===== src/rtl/note_sequencer.sv =====
// Note recorder/player: stores up to 2^DEPTH_LOG2 note codes, then plays them back
// on a BEAT_CYCLES note / GAP_CYCLES silence grid. Define LOOP_EN for endless playback.
module note_sequencer #(
  parameter int NOTE_W      = 4,
  parameter int DEPTH_LOG2  = 4,
  parameter int BEAT_CYCLES = 25000000,
  parameter int GAP_CYCLES  = 2500000
) (
  input  logic                  clk,
  input  logic                  rst_n,
  input  logic                  rec_req_i,
  input  logic [NOTE_W-1:0]     note_in_i,
  input  logic                  play_req_i,
  input  logic                  stop_req_i,
  input  logic                  clear_req_i,
  output logic [NOTE_W-1:0]     note_out_o,
  output logic                  note_valid_o,
  output logic                  busy_o,
  output logic [DEPTH_LOG2:0]   count_o,
  output logic                  full_o,
  output logic [DEPTH_LOG2-1:0] play_idx_o,
  output logic                  done_o
);

  localparam int DEPTH = 1 << DEPTH_LOG2;
  localparam int MAXC  = (BEAT_CYCLES > GAP_CYCLES) ? BEAT_CYCLES : GAP_CYCLES;
  localparam int CNT_W = $clog2(MAXC + 1);

  localparam logic [CNT_W-1:0]    BEAT_LD  = CNT_W'(BEAT_CYCLES - 1);
  localparam logic [CNT_W-1:0]    GAP_LD   = CNT_W'((GAP_CYCLES == 0) ? 0 : GAP_CYCLES - 1);
  localparam logic [DEPTH_LOG2:0] CNT_FULL = (DEPTH_LOG2 + 1)'(DEPTH);
  localparam logic [DEPTH_LOG2:0] CNT_ONE  = (DEPTH_LOG2 + 1)'(1);

  localparam logic [1:0] S_IDLE = 2'd0;
  localparam logic [1:0] S_PLAY = 2'd1;
  localparam logic [1:0] S_GAP  = 2'd2;

  logic [1:0]            state_q, state_d;
  logic [CNT_W-1:0]      cnt_q, cnt_d;
  logic [DEPTH_LOG2:0]   count_q, count_d;
  logic [DEPTH_LOG2-1:0] idx_q, idx_d;
  logic [NOTE_W-1:0]     note_q, note_d;
  logic                  done_q, done_d;

  logic [NOTE_W-1:0]     mem_q [DEPTH];
  logic                  mem_we;
  logic                  slot_end;
  logic                  last_slot;
  logic                  full;

  assign full      = (count_q == CNT_FULL);
  assign last_slot = ({1'b0, idx_q} == (count_q - CNT_ONE));

  always_comb begin
    state_d  = state_q;
    cnt_d    = cnt_q;
    count_d  = count_q;
    idx_d    = idx_q;
    note_d   = note_q;
    done_d   = 1'b0;
    mem_we   = 1'b0;
    slot_end = 1'b0;

    case (state_q)
      S_IDLE: begin
        // Highest-priority request wins; the rest of the cycle's requests are dropped.
        if (stop_req_i) begin
          state_d = S_IDLE;
        end else if (clear_req_i) begin
          count_d = '0;
        end else if (play_req_i) begin
          if (count_q != '0) begin
            state_d = S_PLAY;
            idx_d   = '0;
            note_d  = mem_q[0];
            cnt_d   = BEAT_LD;
          end
        end else if (rec_req_i && !full) begin
          mem_we  = 1'b1;
          count_d = count_q + CNT_ONE;
        end
      end
      S_PLAY: begin
        if (stop_req_i) begin
          state_d = S_IDLE;
          cnt_d   = '0;
        end else if (cnt_q != '0) begin
          cnt_d = cnt_q - 1'b1;
        end else if (GAP_CYCLES != 0) begin
          state_d = S_GAP;
          cnt_d   = GAP_LD;
        end else begin
          slot_end = 1'b1;
        end
      end
      S_GAP: begin
        if (stop_req_i) begin
          state_d = S_IDLE;
          cnt_d   = '0;
        end else if (cnt_q != '0) begin
          cnt_d = cnt_q - 1'b1;
        end else begin
          slot_end = 1'b1;
        end
      end
      default: begin
        state_d = S_IDLE;
        cnt_d   = '0;
      end
    endcase

    if (slot_end) begin
      if (!last_slot) begin
        state_d = S_PLAY;
        idx_d   = idx_q + DEPTH_LOG2'(1);
        note_d  = mem_q[idx_q + DEPTH_LOG2'(1)];
        cnt_d   = BEAT_LD;
      end else begin
`ifdef LOOP_EN
        state_d = S_PLAY;
        idx_d   = '0;
        note_d  = mem_q[0];
        cnt_d   = BEAT_LD;
`else
        state_d = S_IDLE;
        cnt_d   = '0;
        done_d  = 1'b1;
`endif
      end
    end
  end

  always_ff @(posedge clk or negedge rst_n) begin
    if (!rst_n) begin
      state_q <= S_IDLE;
      cnt_q   <= '0;
      count_q <= '0;
      idx_q   <= '0;
      note_q  <= '0;
      done_q  <= 1'b0;
    end else begin
      state_q <= state_d;
      cnt_q   <= cnt_d;
      count_q <= count_d;
      idx_q   <= idx_d;
      note_q  <= note_d;
      done_q  <= done_d;
    end
  end

  // Note storage is deliberately left out of reset; count_q alone defines what is valid.
  always_ff @(posedge clk) begin
    if (mem_we) mem_q[count_q[DEPTH_LOG2-1:0]] <= note_in_i;
  end

  assign note_out_o   = note_q;
  assign note_valid_o = (state_q == S_PLAY);
  assign busy_o       = (state_q != S_IDLE);
  assign count_o      = count_q;
  assign full_o       = full;
  assign play_idx_o   = idx_q;
  assign done_o       = done_q;

endmodule


===== config.mk =====
export PLATFORM = sky130hd
export DESIGN_NAME = note_sequencer
export DESIGN_NICKNAME = d
export VERILOG_FILES = /design/src/rtl/note_sequencer.sv
export SDC_FILE = /design/constraint.sdc
export NUM_CORES = 1
export LEC_CHECK = 0
export ABC_CLOCK_PERIOD_IN_PS = 3950
export CORE_MARGIN = 3
export CORE_UTILIZATION = 45
export DETAILED_ROUTE_END_ITERATION = 6
export HOLD_SLACK_MARGIN = 0.08
export SYNTH_ARGS = -nofsm -noshare
export SYNTH_HDL_FRONTEND = slang
export SYNTH_SLANG_ARGS = --single-unit

===== constraint.sdc =====
create_clock -name clk -period 3.95 [get_ports clk]
set_input_delay 0.395 -clock clk [delete_from_list [all_inputs] [get_ports clk]]
set_output_delay 0.395 -clock clk [all_outputs]
set_load 0.1 [all_outputs]

==> metrics.md <==
| Metric | Value |
|---|---|
| Buffer levels on the longest clock path | 2 |
| Ys async rst share | about 40% |
| Class of the worst hold path | input port to asynchronous set/reset pin |
| Critical Path End Type | output port |
| # clock sinks | 105 |
| First drt pass iteration count | 5 |
| Worst-Skew Late Latency | approximately 0.35 ns |
| Critical path buffers and inverters | 2 |
| Clk root buf | clkbuf_16 |
| CP Launch Type | register |
| Crit path kind | register to output port |
| Via density per instance | 6.05 |
| Max-Cap Viols | 0 |
| Placed insts | approximately 580 |
| CP Cell Sequence | inv_1 > ha_1 > nor4bb_4 > clkdlybuf4s50_1 |
| Slowest stage delay, CP | between 1 and 1.5 ns |
| Post-Syn Instances | 420 |
| TritonCTS Buffers | 9 |
| Die Area | between 0.01 and 0.015 mm2 |
| Part of the power in registers | around half |
| Vias | roughly 3.6k |
| Ys flop type | edfxtp_1 |
| Post-CTS sizing | 0 |
| Worst reg-to-reg path cell count | 8 |
| Syn_nets | 437 |
| Worst Path Required | approximately 3.6 ns |
| Die span in x | approximately 110 um |
| Warnings from Yosys | 0 |
| Crit-path max FO | 9 |
| Post-route DRC | 0 |
| Internal power | 1.98 mW |
| Mapped Avg Cell Area | around 12 um2 |
| Uppermost layer routed | met4 |
| Post-synth EDFFs | between 60 and 70 |
| Final Hold Viols | 0 |
| Area Growth Syn to Fin | 13.6% |
| Min Tclk post-route | around 3.1 ns |
| Gp weighted congestion | just under 0.9 |
| PortBufs | 26 |
| Rows | 38 |
| CP arrival | approximately 2.7 ns |
| DP HPWL | around 8.5 mm |
| Initial detailed-routing violation count | ~320 |
| TritonCTS clock tree | done |
| Fraction of layout cells with a size suffix above 1 | 13.1% |
| Leakage | a little over 2 nW |
| Antenna-violating nets left | 0 |
| Max-slew headroom | about 18% |
| Netlist Area Pre-Place | 0.00518 mm2 |
| Netlist cell types | 63 |
| GRT overflow | 0 |
| Die Span Y | 113 um |
| Post-route insts no fill | 590 |
| Worst R2R Setup Slack | just over 0.8 ns |
| Largest net degree at the start of global routing | 42 |
| Starting density of the core | between 40 and 50% |
| Post-CTS setup buffers | 0 |
| Seq/Total Area, Yosys | 56.9% |
| Initial antenna violation count | 0 |
| Global-route wire length before repair | ~20 mm |
| Pwr dens | just under 500 mW/mm2 |
| Ant. Diodes | 0 |
| Maximum vdd ir drop | 0.401 mV |
| Fmax | around 320 MHz |
| Clock slew at reported path FFs | about 0.07 ns |
| Met2 WL post-DR | 5.11 mm |
| RR Startpoint | count_o[0] |
| H-tree levels | 3 |
| Area leader, netlist | edfxtp_1 |
| Synth top area share | 37.1% |
| Clk_skew | 0.00707 ns |
| Power Total | between 2 and 3 mW |
| R2R Path End | cnt_q[0] |
| Part of the power in the clock network | a little under a third |
| Slew @ Worst Pin | ~1.2 ns |
| Total Routing Usage GR | about 20% |
| Final count of pins violating max slew | 0 |
| Cts hold-fix bufs | 0 |
| Status | complete, no violations |
| Vias in the first global route | 3548 |
| Largest delay share family, worst path | buffers and inverters |
| Nets@finish | 463 |
| Routed length on met1 | between 5 and 6 mm |
| Met3 WL | about 800 um |
| #FFs+latches synth | ~110 |
| Setup TNS | 0 ns |
| Fin crit share | approximately four fifths |
| I/O pin count | 27 |
| Sw Share | ~32% |
| RSZ-0062 raised after global routing | false |
| Final setup vio count | 0 |
| Logic pwr share | between 20% and 30% |
| Ranking of synthesized cells by area | edfxtp_1 (37%), dfrtp_1 (20%), mux4_2 (8.7%), nor2_1 (3.4%), o21ai_0 (2.7%) |
| WL/cell | a little over 20 um |
| Crit-path slowest cell | clkdlybuf4s50_1 |
| Drt total wl | between 10 and 15 mm |
| Min Hold Slack | ~0.18 ns |
| NetSw | ~940 uW |
| Std-Cell Core Area | around 0.011 mm2 |
-- final cells by class --
type	count	area [um2]
Fill cell	977	5150
Sequential cell	105	2950
Multi-Input combinational cell	289	2130
Timing Repair Buffer	31	290
Clock buffer	9	225
Tap cell	140	175
Clock inverter	6	78.8
Inverter	10	37.5
-- state kept, by name (all words and copies together), names as in the netlist --
register,count
cnt_q,25
count_o,5
done_o,1
mem_q,64
note_out_o,4
play_idx_o,4
state_q,2
-- routing by layer --
layer | GRT usage [%] | vias up
li1 | - | 1659
met1 | 31.6 | 1765
met2 | 27.9 | 125
met3 | 5.56 | 18
met4 | 5.85 | 0
met5 | 0 | -
-- logic make-up (layout without fill, tap and decap cells) --
group,Yosys count,in the layout,synth area share [%]
compound gates,86,86,11.1
xor+xnor,11,11,1.86
fa+ha+maj,8,8,1.88
buf+inv,26,56,2.27
flops,105,105,56.9
mux,21,21,8.89
simple gates,163,163,17.1
-- placed cells by master (no fill, tap or decap), types with 15 or more instances in the layout --
| cell type | netlist | layout |
|---|---|---|
| edfxtp_1 | 64 | 64 |
| nor2_1 | 47 | 47 |
| dfrtp_1 | 41 | 41 |
| nand2_1 | 28 | 28 |
| o21ai_0 | 28 | 28 |
| clkdlybuf4s50_1 | 0 | 24 |
| mux4_2 | 20 | 20 |
| nor3_1 | 17 | 17 |
| nand3_1 | 16 | 16 |
| a21oi_1 | 15 | 15 |
-- per-stage QoR --
| step | utilization, % | area (um2) | worst slack, ns |
|---|---|---|---|
| 6_report | 53.3 | 5880 | 0.827 |
| 5_1_grt | 53.3 | 5880 | 0.515 |
| 4_1_cts | 53.3 | 5880 | 0.767 |
| 3_5_place_dp | 50.6 | 5580 | 0.792 |
| 3_3_place_gp | 50.6 | 5580 | 0.833 |
| 2_1_floorplan | - | 5190 | 0.621 |
-- cell usage after synthesis (all sizes together), types with 2 or more instances --
library cell and instances:
a211oi 5, a21o 2, a21oi 15, a31oi 4
and2 5, buf 6, clkbuf 10, dfrtp 41
edfxtp 64, ha 7, inv 9, mux4 20
nand2 28, nand2b 9, nand3 16, nand4 7
nor2 47, nor2b 4, nor3 17, nor3b 3
nor4 5, nor4b 4, o211ai 8, o21a 3
o21ai 29, o22a 2, o31a 2, o31ai 5
o41ai 3, or2 2, or3 5, or4 4
xnor2 6, xor2 5
-- how the worst max path moves through the flow --
stage          startpoint      endpoint  slack, ns  depth (start not counted)
2_1_floorplan  count_o[0]  mem_q[13][0]       0.62                          8
3_3_place_gp   count_o[0]      cnt_q[0]       0.83                          8
3_5_place_dp   count_o[0]     cnt_q[13]       0.79                          8
4_1_cts        count_o[0]      cnt_q[0]       0.77                          8
5_1_grt        count_o[0]      cnt_q[0]       0.51                          8
6_report       count_o[0]        full_o       0.83                          4
-- power groups by stage --
stage / registers [mW] / logic (mW) / clock network [mW]
CTS: 1.40 / 0.592 / 0.952
floorplan: 1.51 / 0.322 / 0
detailed placement: 1.43 / 0.590 / 0
global placement: 1.42 / 0.590 / 0
global route: 1.43 / 0.649 / 0.996
finish: 1.41 / 0.595 / 0.920
Power figures use the tool's default switching activity.
